[src/rtl/k_and_s_pkg.sv]
// rtl/k_and_s_pkg.sv - shared decode, FSM state and ALU op definitions
package k_and_s_pkg;

  typedef enum logic [3:0] {
    I_NOP, I_LOAD, I_STORE, I_MOVE, I_ADD, I_SUB, I_AND, I_OR,
    I_BRANCH, I_BZERO, I_BNZERO, I_BNEG, I_BNNEG, I_BOV, I_BNOV, I_HALT
  } decoded_instruction_type;

  typedef enum logic [3:0] {
    S_FETCH, S_DECODE, S_LOAD_RD, S_LOAD_WR, S_STORE,
    S_ALU_RD, S_ALU_WR, S_BRANCH, S_NEXT, S_HALT
  } ctrl_state_type;

  localparam logic [1:0] OP_ADD = 2'b00;
  localparam logic [1:0] OP_AND = 2'b01;
  localparam logic [1:0] OP_OR  = 2'b10;
  localparam logic [1:0] OP_SUB = 2'b11;

  // MOVE is realised as OR of the source with itself
  function automatic logic [1:0] alu_op(input decoded_instruction_type instr);
    case (instr)
      I_AND:         return OP_AND;
      I_OR, I_MOVE:  return OP_OR;
      I_SUB:         return OP_SUB;
      default:       return OP_ADD;
    endcase
  endfunction

  function automatic logic branch_taken(input decoded_instruction_type instr,
                                        input logic zero, input logic neg,
                                        input logic u_ov, input logic s_ov);
    case (instr)
      I_BRANCH: return 1'b1;
      I_BZERO:  return zero;
      I_BNZERO: return !zero;
      I_BNEG:   return neg;
      I_BNNEG:  return !neg;
      I_BOV:    return u_ov | s_ov;
      I_BNOV:   return !(u_ov | s_ov);
      default:  return 1'b0;
    endcase
  endfunction

endpackage

[src/rtl/control_unit_if.sv]
// rtl/control_unit_if.sv - control unit to data path strobe and status bundle
interface control_unit_if;
  import k_and_s_pkg::*;

  decoded_instruction_type decoded_instruction;
  logic       zero_op;
  logic       neg_op;
  logic       unsigned_overflow;
  logic       signed_overflow;
  logic       branch;
  logic       pc_enable;
  logic       ir_enable;
  logic       addr_sel;
  logic       c_sel;
  logic [1:0] operation;
  logic       write_reg_enable;
  logic       flags_reg_enable;
  logic       ram_write_enable;

  modport master (
    input  decoded_instruction, zero_op, neg_op, unsigned_overflow, signed_overflow,
    output branch, pc_enable, ir_enable, addr_sel, c_sel, operation,
           write_reg_enable, flags_reg_enable, ram_write_enable
  );

  modport slave (
    output decoded_instruction, zero_op, neg_op, unsigned_overflow, signed_overflow,
    input  branch, pc_enable, ir_enable, addr_sel, c_sel, operation,
           write_reg_enable, flags_reg_enable, ram_write_enable
  );

endinterface

[src/rtl/control_unit.sv]
// rtl/control_unit.sv - Moore instruction-sequencing FSM with retired-instruction counter
module control_unit
  import k_and_s_pkg::*;
#(
  parameter int COUNT_W = 16
) (
  input  logic               clk,
  input  logic               rst,
  control_unit_if.master     cif,
  output logic               halt,
  output logic [COUNT_W-1:0] instr_count
);

  ctrl_state_type     state_q, state_d;
  logic [COUNT_W-1:0] count_q, count_d;
  logic               retire;

  always_comb begin
    state_d              = state_q;
    retire               = 1'b0;
    cif.branch           = 1'b0;
    cif.pc_enable        = 1'b0;
    cif.ir_enable        = 1'b0;
    cif.addr_sel         = 1'b0;
    cif.c_sel            = 1'b0;
    cif.operation        = OP_ADD;
    cif.write_reg_enable = 1'b0;
    cif.flags_reg_enable = 1'b0;
    cif.ram_write_enable = 1'b0;
    halt                 = 1'b0;

    case (state_q)
      S_FETCH: begin
        cif.ir_enable = 1'b1;
        state_d       = S_DECODE;
      end
      S_DECODE: begin
        case (cif.decoded_instruction)
          I_LOAD:                            state_d = S_LOAD_RD;
          I_STORE:                           state_d = S_STORE;
          I_MOVE, I_ADD, I_SUB, I_AND, I_OR: state_d = S_ALU_RD;
          I_BRANCH, I_BZERO, I_BNZERO, I_BNEG,
          I_BNNEG, I_BOV, I_BNOV:            state_d = S_BRANCH;
          I_HALT:                            state_d = S_HALT;
          default:                           state_d = S_NEXT;
        endcase
      end
      S_LOAD_RD: begin
        cif.addr_sel = 1'b1;
        state_d      = S_LOAD_WR;
      end
      S_LOAD_WR: begin
        cif.addr_sel         = 1'b1;
        cif.c_sel            = 1'b1;
        cif.write_reg_enable = 1'b1;
        state_d              = S_NEXT;
      end
      S_STORE: begin
        cif.addr_sel         = 1'b1;
        cif.ram_write_enable = 1'b1;
        state_d              = S_NEXT;
      end
      S_ALU_RD: begin
        cif.operation = alu_op(cif.decoded_instruction);
        state_d       = S_ALU_WR;
      end
      S_ALU_WR: begin
        cif.operation        = alu_op(cif.decoded_instruction);
        cif.write_reg_enable = 1'b1;
        cif.flags_reg_enable = (cif.decoded_instruction != I_MOVE);
        state_d              = S_NEXT;
      end
      S_BRANCH: begin
        if (branch_taken(cif.decoded_instruction, cif.zero_op, cif.neg_op,
                         cif.unsigned_overflow, cif.signed_overflow)) begin
          cif.pc_enable = 1'b1;
          cif.branch    = 1'b1;
          retire        = 1'b1;
          state_d       = S_FETCH;
        end else begin
          state_d = S_NEXT;
        end
      end
      S_NEXT: begin
        cif.pc_enable = 1'b1;
        retire        = 1'b1;
        state_d       = S_FETCH;
      end
      S_HALT: halt = 1'b1;
      default: state_d = S_FETCH;
    endcase

    // Reset suppresses every strobe of the cycle so an abandoned instruction writes nothing
    if (rst) begin
      retire               = 1'b0;
      cif.branch           = 1'b0;
      cif.pc_enable        = 1'b0;
      cif.ir_enable        = 1'b0;
      cif.addr_sel         = 1'b0;
      cif.c_sel            = 1'b0;
      cif.operation        = OP_ADD;
      cif.write_reg_enable = 1'b0;
      cif.flags_reg_enable = 1'b0;
      cif.ram_write_enable = 1'b0;
      halt                 = 1'b0;
    end
  end

  assign count_d     = count_q + COUNT_W'(retire);
  assign instr_count = count_q;

  always_ff @(posedge clk) begin
    if (rst) state_q <= S_FETCH;
    else     state_q <= state_d;
  end

  always_ff @(posedge clk) begin
    if (rst) count_q <= '0;
    else     count_q <= count_d;
  end

endmodule

[src/flat_wrapper.sv]
// flat-port wrapper written by rule: the top's interface ports become plain ports
module control_unit_flat import k_and_s_pkg::*;
#(
  parameter int COUNT_W = 16
)
  (clk, rst, halt, instr_count, cif_decoded_instruction, cif_zero_op, cif_neg_op, cif_unsigned_overflow, cif_signed_overflow, cif_branch, cif_pc_enable, cif_ir_enable, cif_addr_sel, cif_c_sel, cif_operation, cif_write_reg_enable, cif_flags_reg_enable, cif_ram_write_enable);
  control_unit_if cif_i ();
  input  logic clk;
  input  logic rst;
  output logic halt;
  output logic [COUNT_W-1:0] instr_count;
  input wire logic [$bits(cif_i.decoded_instruction)-1:0] cif_decoded_instruction;
  input wire logic [$bits(cif_i.zero_op)-1:0] cif_zero_op;
  input wire logic [$bits(cif_i.neg_op)-1:0] cif_neg_op;
  input wire logic [$bits(cif_i.unsigned_overflow)-1:0] cif_unsigned_overflow;
  input wire logic [$bits(cif_i.signed_overflow)-1:0] cif_signed_overflow;
  output wire logic [$bits(cif_i.branch)-1:0] cif_branch;
  output wire logic [$bits(cif_i.pc_enable)-1:0] cif_pc_enable;
  output wire logic [$bits(cif_i.ir_enable)-1:0] cif_ir_enable;
  output wire logic [$bits(cif_i.addr_sel)-1:0] cif_addr_sel;
  output wire logic [$bits(cif_i.c_sel)-1:0] cif_c_sel;
  output wire logic [$bits(cif_i.operation)-1:0] cif_operation;
  output wire logic [$bits(cif_i.write_reg_enable)-1:0] cif_write_reg_enable;
  output wire logic [$bits(cif_i.flags_reg_enable)-1:0] cif_flags_reg_enable;
  output wire logic [$bits(cif_i.ram_write_enable)-1:0] cif_ram_write_enable;
  assign cif_i.decoded_instruction = cif_decoded_instruction;
  assign cif_i.zero_op = cif_zero_op;
  assign cif_i.neg_op = cif_neg_op;
  assign cif_i.unsigned_overflow = cif_unsigned_overflow;
  assign cif_i.signed_overflow = cif_signed_overflow;
  assign cif_branch = cif_i.branch;
  assign cif_pc_enable = cif_i.pc_enable;
  assign cif_ir_enable = cif_i.ir_enable;
  assign cif_addr_sel = cif_i.addr_sel;
  assign cif_c_sel = cif_i.c_sel;
  assign cif_operation = cif_i.operation;
  assign cif_write_reg_enable = cif_i.write_reg_enable;
  assign cif_flags_reg_enable = cif_i.flags_reg_enable;
  assign cif_ram_write_enable = cif_i.ram_write_enable;
  control_unit #(.COUNT_W(COUNT_W)) u_core (.clk(clk), .rst(rst), .cif(cif_i), .halt(halt), .instr_count(instr_count));
endmodule
[config.mk]
export PLATFORM = sky130hd
export DESIGN_NAME = control_unit_flat
export DESIGN_NICKNAME = d
export VERILOG_FILES = /design/src/rtl/k_and_s_pkg.sv /design/src/rtl/control_unit_if.sv /design/src/rtl/control_unit.sv /design/src/flat_wrapper.sv
export SDC_FILE = /design/constraint.sdc
export NUM_CORES = 1
export LEC_CHECK = 0
export CAP_MARGIN = 20
export CORE_UTILIZATION = 35
export CTS_CLUSTER_DIAMETER = 60
export DETAILED_ROUTE_END_ITERATION = 10
export GPL_TIMING_DRIVEN = 0
export PLACE_DENSITY = 0.68
export SLEW_MARGIN = 20
export SYNTH_ARGS = -nofsm -noshare
export SYNTH_HDL_FRONTEND = slang
export SYNTH_SLANG_ARGS = --single-unit
[constraint.sdc]
create_clock -name clk -period 2.75 [get_ports clk]
set_input_delay 0.4125 -clock clk [delete_from_list [all_inputs] [get_ports clk]]
set_output_delay 0.4125 -clock clk [all_outputs]
set_load 0.03 [all_outputs]
Word level (Yosys, flattened, before mapping)
Memories as Yosys holds them, arrays and structs flattened. Index checks and enable logic that the tools add are counted.

Register bits: 20. Bits in read-only memories: 64. Input bits: 10. Output and inout port bits: 27. Word-level logic and storage cells: 61. Memories: 1.

Add/subtract/negate cells: 1. Equal/unequal tests: 21. Muxes and demuxes: 26. Bitwise gates (word level): 1. Reductions and logical operators: 9.

Memory list: (no name shown) (depth 16, bits a word 4, rd ports 1, clocked after Yosys merged registers in 0, write ports 0, line control_unit.sv:38) `case (cif.decoded_instruction)`.

Operators by type and width (number): $eq A4 B4 Y1 const B (9); $eq A4 B3 Y1 const B (7); $pmux W4 S7 (1); $mux W1 (19); $add A16 B1 Y16 (1); $eq A4 B2 Y1 const B (3); $pmux W1 S7 (1); $pmux W2 S3 (1); $reduce_or A2 Y1 (3); $reduce_or A3 Y1 (2); $eq A4 B1 Y1 const B (1); $logic_not A4 Y1 (1); $mux W2 (2); $mux W4 (1); $ne A4 B2 Y1 const B (1); $logic_not A1 Y1 (3); $pmux W1 S2 (1); $or A1 B1 Y1 (1).

Longest topological paths before layout
Depth in word-level cells: 8. Mapped depth: 11. Depth with buffers taken out: 10.

Least setup slack after synthesis
No wires, ideal clock.

Kind: input -> register. Start point: in cif_decoded_instruction[0]. End point: reg u_core.count_q[12] (netlist: u_core.instr_count[12]). Library setup time: 128 ps. Data arrival time: 3168 ps. Required time: 2622 ps. Slack: -545 ps. Cell stages on the path: 11. Path buffers: 1. Cells stage by stage: clkbuf_1 -> mux2_2 -> a21oi_1 -> a41oi_1 -> o21ai_0 -> ha_1 -> ha_1 -> inv_1 -> or4_4 -> xor2_1 -> nor2_1.

Word-level cells in the longest chain between the ends: 7. Elaborated cells between the ends (all ways): 13. Those cells by class: add/sub: 1; eq/ne: 7; mux: 5.

Ends and longest elaborated chain: from (decl) (line flat_wrapper.sv:12) `input wire logic [$bits(cif_i.decoded_instruction)-1:0] cif_decoded_instruction;`; $eq A4 B4 Y1 (line k_and_s_pkg.sv:32) `case (instr)`; $pmux W1 S7 (*) (line k_and_s_pkg.sv:32); $mux W1 (*) (line control_unit.sv:32) `case (state_q)`; $mux W1 (*); $pmux W1 S2 (*); $mux W1 (*); named net cif_pc_enable (line flat_wrapper.sv:18) `output wire logic [$bits(cif_i.pc_enable)-1:0] cif_pc_enable;`; $add A16 B1 Y16 (*) (line control_unit.sv:109) `assign count_d = count_q + COUNT_W'(retire);`; to (signal assigned) (line control_unit.sv:119) `else count_q <= count_d;`; to (decl) (line control_unit.sv:15) `logic [COUNT_W-1:0] count_q, count_d;`.

Mark *: on every way through the listed nets, which the timed path passes. The rest lies on a longest branch. The select of a mux whose other input is x is not followed. A chain may end at the register's enable or synchronous reset.

Worst setup path after layout
Start point: in cif_decoded_instruction[1]. End point: reg u_core.count_q[12] (netlist: u_core.instr_count[12]).

Word-level cells in the longest chain between the ends: 7. Elaborated cells between the ends (all ways): 13. Those cells by class: add/sub: 1; eq/ne: 7; mux: 5.

Ends and longest elaborated chain: $eq A4 B4 Y1 (line k_and_s_pkg.sv:32); $pmux W1 S7 (*) (line k_and_s_pkg.sv:32); $mux W1 (*) (line control_unit.sv:32); $mux W1 (*) (line control_unit.sv:74) `if (branch_taken(cif.decoded_instruction, cif.zero_op, cif.neg_op,`; $pmux W1 S2 (*) (line control_unit.sv:32); $mux W1 (*) (line control_unit.sv:94) `if (rst) begin`; $add A16 B1 Y16 (*) (line control_unit.sv:109).

Every way passes the cells marked *; elsewhere a longest branch is shown, timed or not. The select of a mux whose other input is x is not followed.

==> PnR_summary.wiki <==
{| class="wikitable"
! Metric !! Value
|-
| Cell type with the largest total area after synthesis || sky130_fd_sc_hd__dfxtp_1
|-
| Portion of netlist area occupied by mux cells || 2.70%
|-
| Class of the tightest hold or removal check || reg -> reg
|-
| Worst path slowest cell || sky130_fd_sc_hd__or4_4
|-
| Post-synthesis cell type count || 34
|-
| Wire length of the first global-routing pass || 4530 µm
|-
| GRT Overall Usage || 17.2%
|-
| Number of antenna diodes || 0
|-
| Drt first-iter violations || 42
|-
| Post-place instance area || 0.00160 mm²
|-
| Longest Clk Path Bufs || 2
|-
| Worst R2R Start || u_core.state_q[0]
|-
| Final design area excluding fillers || 0.00167 mm²
|-
| WP data arrival || 2820 ps
|-
| List of cells traversed by the critical path || clkdlybuf4s50_1, buf_4, mux2_2, a21oi_2, a41oi_2, o21ai_2, ha_4, ha_4, inv_1, or4_4, xor2_1, nor2_1
|-
| Number of synthesis warnings || 0
|-
| Pin slew with the least headroom to its limit || 424 ps
|-
| Final hold violation count || 0
|-
| Power density over the cells || 460 mW/mm²
|-
| Part of the Yosys area used for sequential elements || 34.6%
|-
| Run status || complete, no violations
|-
| Number of buffers inserted by port buffering || 36
|-
| Top delay family on crit path || buffers and inverters
|-
| Pin count of the biggest net entering global routing || 12
|-
| Shortest clock period the worst path allows after layout || 2630 ps
|-
| Leakage power || 0.645 nW
|-
| Met2 Resource Use GR || 27.1%
|-
| Worst skew pair latency || 310 ps
|-
| Critical register-to-register path endpoint || u_core.instr_count[12]
|-
| Global-route met1 utilization || 22.4%
|-
| CP Capture Point || u_core.instr_count[12]
|-
| Data required time at the worst endpoint || 2940 ps
|-
| Highest attainable clock frequency || 380 MHz
|-
| Number of gates on the worst path with buffers counted || 12
|-
| XOR/XNOR share of the synthesized area || 12.9%
|-
| Total instance count after detailed placement || 226
|-
| Slowest cell delay on critical path || 530 ps
|-
| Die boundary width || 59.5 µm
|-
| Clock-pin slew on the worst setup and hold paths || 110 ps
|-
| Worst Skew || 5.38 ps
|-
| Y dimension of the die || 59.5 µm
|-
| Half-perimeter wire length of the detailed placement result || 2260 µm
|-
| Detailed-routing iteration count for the pre-antenna-repair pass || 4
|-
| Cell count after synthesis || 146
|-
| Number of pins with negative max-slew slack in the final report || 0
|-
| CTS root buffer || sky130_fd_sc_hd__clkbuf_4
|-
| Compound-cell area share of the yosys netlist || 6.91%
|-
| Global route hottest layer || met2
|-
| Setup violations, final || 0
|-
| Critical path buffers and inverters || 3
|-
| Worst slew slack as a fraction of its limit || 71.3%
|-
| Ratio of cells with drive above 1 in the final layout || 9.68%
|-
| Die Outline Area || 0.00354 mm²
|-
| Final Core Density || 53.8%
|-
| Largest family of logic cells by synthesized area || simple AND/OR/NAND/NOR gates
|-
| Number of nets still failing antenna checks after routing || 0
|-
| Number of placement rows || 20
|-
| Period utilisation layout || 95.7%
|-
| Adder and majority cell fraction of the synthesized area || 3.24%
|-
| Min-delay src || u_core.instr_count[14]
|-
| Initial Utilization || 37.3%
|-
| Number of nets in the synthesized netlist || 159
|-
| Per-instance average area after synthesis || 7.94 µm²
|-
| Most area-consuming cells after synthesis || sky130_fd_sc_hd__dfxtp_1 (35%), sky130_fd_sc_hd__nor2_1 (7.8%), sky130_fd_sc_hd__xor2_1 (6.8%)
|-
| Met3 usage in global routing || 4.80%
|-
| Nets || 200
|-
| Fraction of synthesized cell area taken by the top area cell type || 34.6%
|-
| Number of clock sinks || 20
|-
| Total of hold buffers inserted after clock tree synthesis || 0
|-
| Worst Setup End Kind || flop
|-
| CP startpoint || cif_decoded_instruction[1]
|-
| RePlAce Congestion || 0.857
|-
| Number of cells traversed by the worst hold path || 2
|-
| Total wire length after detailed routing || 2890 µm
|-
| H-tree depth || 1
|-
| Initial antenna violation count || 0
|-
| Post-route insts no fill || 230
|-
| Number of global-route vias before repair || 1,047
|-
| Sort of element at the start of the critical path || primary input
|-
| TritonCTS clock tree || built
|-
| Via count of the routed design || 1,171
|-
| Routed length per placed instance || 12.6 µm
|-
| Peak fanout along the critical path || 10
|-
| Growth of design area from synthesis to finish || 44.2%
|-
| Detailed-route DRC error count || 0
|-
| Number of max-cap violations || 0
|-
| Core Area || 0.00310 mm²
|-
| Critical Path Most Common Cell || sky130_fd_sc_hd__ha_4
|-
| Worst Setup Path Type || in -> reg
|-
| Synth Cell Area || 0.00116 mm²
|-
| Simple-gate portion of the synthesized area || 36.2%
|-
| Grt ovf || 0
|-
| Via density per instance || 5.09
|-
| Setup slack on the worst flop-to-flop path || 280 ps
|-
| Synthesis-stage register bit count || 20
|-
| Max rail drop VDD || 0.000283 V
|-
| Top Ports || 37
|-
| Number of CTS-inserted buffers || 3
|-
| Cells on worst reg2reg path || 9
|}
placed cells by master, fill, tap and decap left out, types with 2 or more instances in the layout:
master	n
sky130_fd_sc_hd__o21a_1	2
sky130_fd_sc_hd__nand2b_1	2
sky130_fd_sc_hd__a21oi_1	5
sky130_fd_sc_hd__ha_4	2
sky130_fd_sc_hd__nor2b_1	3
sky130_fd_sc_hd__inv_1	2
sky130_fd_sc_hd__dlymetal6s2s_1	3
sky130_fd_sc_hd__nand3_1	7
sky130_fd_sc_hd__nor4_1	5
sky130_fd_sc_hd__buf_4	2
sky130_fd_sc_hd__mux2i_1	2
sky130_fd_sc_hd__clkbuf_1	3
sky130_fd_sc_hd__xnor2_1	8
sky130_fd_sc_hd__nor3_1	7
sky130_fd_sc_hd__clkdlybuf4s50_1	30
sky130_fd_sc_hd__nand4_1	7
sky130_fd_sc_hd__buf_1	2
sky130_fd_sc_hd__dlygate4sd2_1	3
sky130_fd_sc_hd__nand2_1	10
sky130_fd_sc_hd__nor3b_1	2
sky130_fd_sc_hd__xor2_1	9
sky130_fd_sc_hd__nor4b_1	2
sky130_fd_sc_hd__and2_1	2
sky130_fd_sc_hd__dfxtp_1	20
sky130_fd_sc_hd__nor2_1	24
sky130_fd_sc_hd__clkbuf_4	3
final cells by class:
class                           instances  area [µm²]
Sequential cell                        20         400
Tap cell                               44        55.1
Fill cell                             321        1430
Inverter                                2        7.51
Multi-Input combinational cell        115         757
Buffer                                  8        42.5
Clock buffer                            4        36.3
Timing Repair Buffer                   37         372
sequential cells by signal, indices dropped and copies added, names as in the netlist:
signal and count:
u_core.instr_count 16, u_core.state_q 4
synthesized netlist by cell type:
cell type,instances
sky130_fd_sc_hd__o21bai_1,1
sky130_fd_sc_hd__and4_2,1
sky130_fd_sc_hd__or4_1,1
sky130_fd_sc_hd__nor3b_1,2
sky130_fd_sc_hd__o21a_1,2
sky130_fd_sc_hd__a41oi_1,1
sky130_fd_sc_hd__nor3_1,7
sky130_fd_sc_hd__or4_4,1
sky130_fd_sc_hd__mux2i_1,2
sky130_fd_sc_hd__xor2_1,9
sky130_fd_sc_hd__a21oi_1,6
sky130_fd_sc_hd__nand4_2,1
sky130_fd_sc_hd__nor2b_1,3
sky130_fd_sc_hd__o21ai_0,2
sky130_fd_sc_hd__nor4_1,5
sky130_fd_sc_hd__nor2_1,24
sky130_fd_sc_hd__clkbuf_1,6
sky130_fd_sc_hd__nand3b_1,1
sky130_fd_sc_hd__and4_1,1
sky130_fd_sc_hd__dfxtp_1,20
sky130_fd_sc_hd__inv_1,2
sky130_fd_sc_hd__nand3_1,7
sky130_fd_sc_hd__xnor2_1,8
sky130_fd_sc_hd__a211o_1,1
sky130_fd_sc_hd__nand4_1,7
sky130_fd_sc_hd__nand2_1,10
sky130_fd_sc_hd__or3_1,1
sky130_fd_sc_hd__nor4b_1,2
sky130_fd_sc_hd__and2_1,2
sky130_fd_sc_hd__ha_1,3
sky130_fd_sc_hd__mux2_2,1
sky130_fd_sc_hd__nand2b_1,2
sky130_fd_sc_hd__buf_1,3
sky130_fd_sc_hd__or2_2,1
metal layers:
layer	vias to the layer above	routed length, µm
li1	591	-
met1	547	1360
met3	6	104
met5	-	0
met4	0	51
met2	27	1370
power by group:
part,internal (mW),switching (mW),total (mW),leakage (nW)
Sequential,0.310,0.0192,0.329,0.162
Combinational,0.111,0.155,0.266,0.462
Clock,0.0808,0.0936,0.174,0.0210
metrics by stage:
stage | power [mW] | hold slack [ps] | TNS, ps | setup WS (ps)
2_1_floorplan | 0.511 | 530 | 0 | 10.5
3_3_place_gp | 0.589 | 501 | -635 | -316
3_5_place_dp | 0.595 | 548 | -790 | -348
4_1_cts | 0.768 | 567 | 0 | 13.2
5_1_grt | 0.811 | 593 | -12.5 | -12.5
6_report | 0.769 | 563 | 0 | 118
tightest hold or removal path, delay by kind of cell, from the launching register on:
family                    cells  cell delay, ps
xor gates and xnor gates      1             150
and+or+nand+nor               1              40
DFF                           1             350
worst min-delay path by stage:
stage / end
final: u_core.instr_count[14]
after global routing: u_core.instr_count[14]
after CTS: u_core.instr_count[14]
after detailed placement: u_core.instr_count[14]
after global placement: u_core.instr_count[15]
after floorplan: u_core.state_q[2]
cell families (layout without fill, tap and decap cells):
| logic type | Yosys count | count (layout) |
|---|---|---|
| muxes | 3 | 3 |
| adders and majority gates | 3 | 3 |
| AOI/OAI and AO/OA | 13 | 13 |
| DFF | 20 | 20 |
| and+or+nand+nor | 79 | 79 |
| buffers and inverters | 11 | 51 |
| xor gates and xnor gates | 17 | 17 |
timing repair:
item | 4_1_cts | 5_1_grt
resized for setup | 4 | 13
pin swaps | 0 | 2
endpoints found under the setup margin | 4 | 4
buffers inserted | 0 | 1
Note: power is estimated with default switching activity, not from simulation.
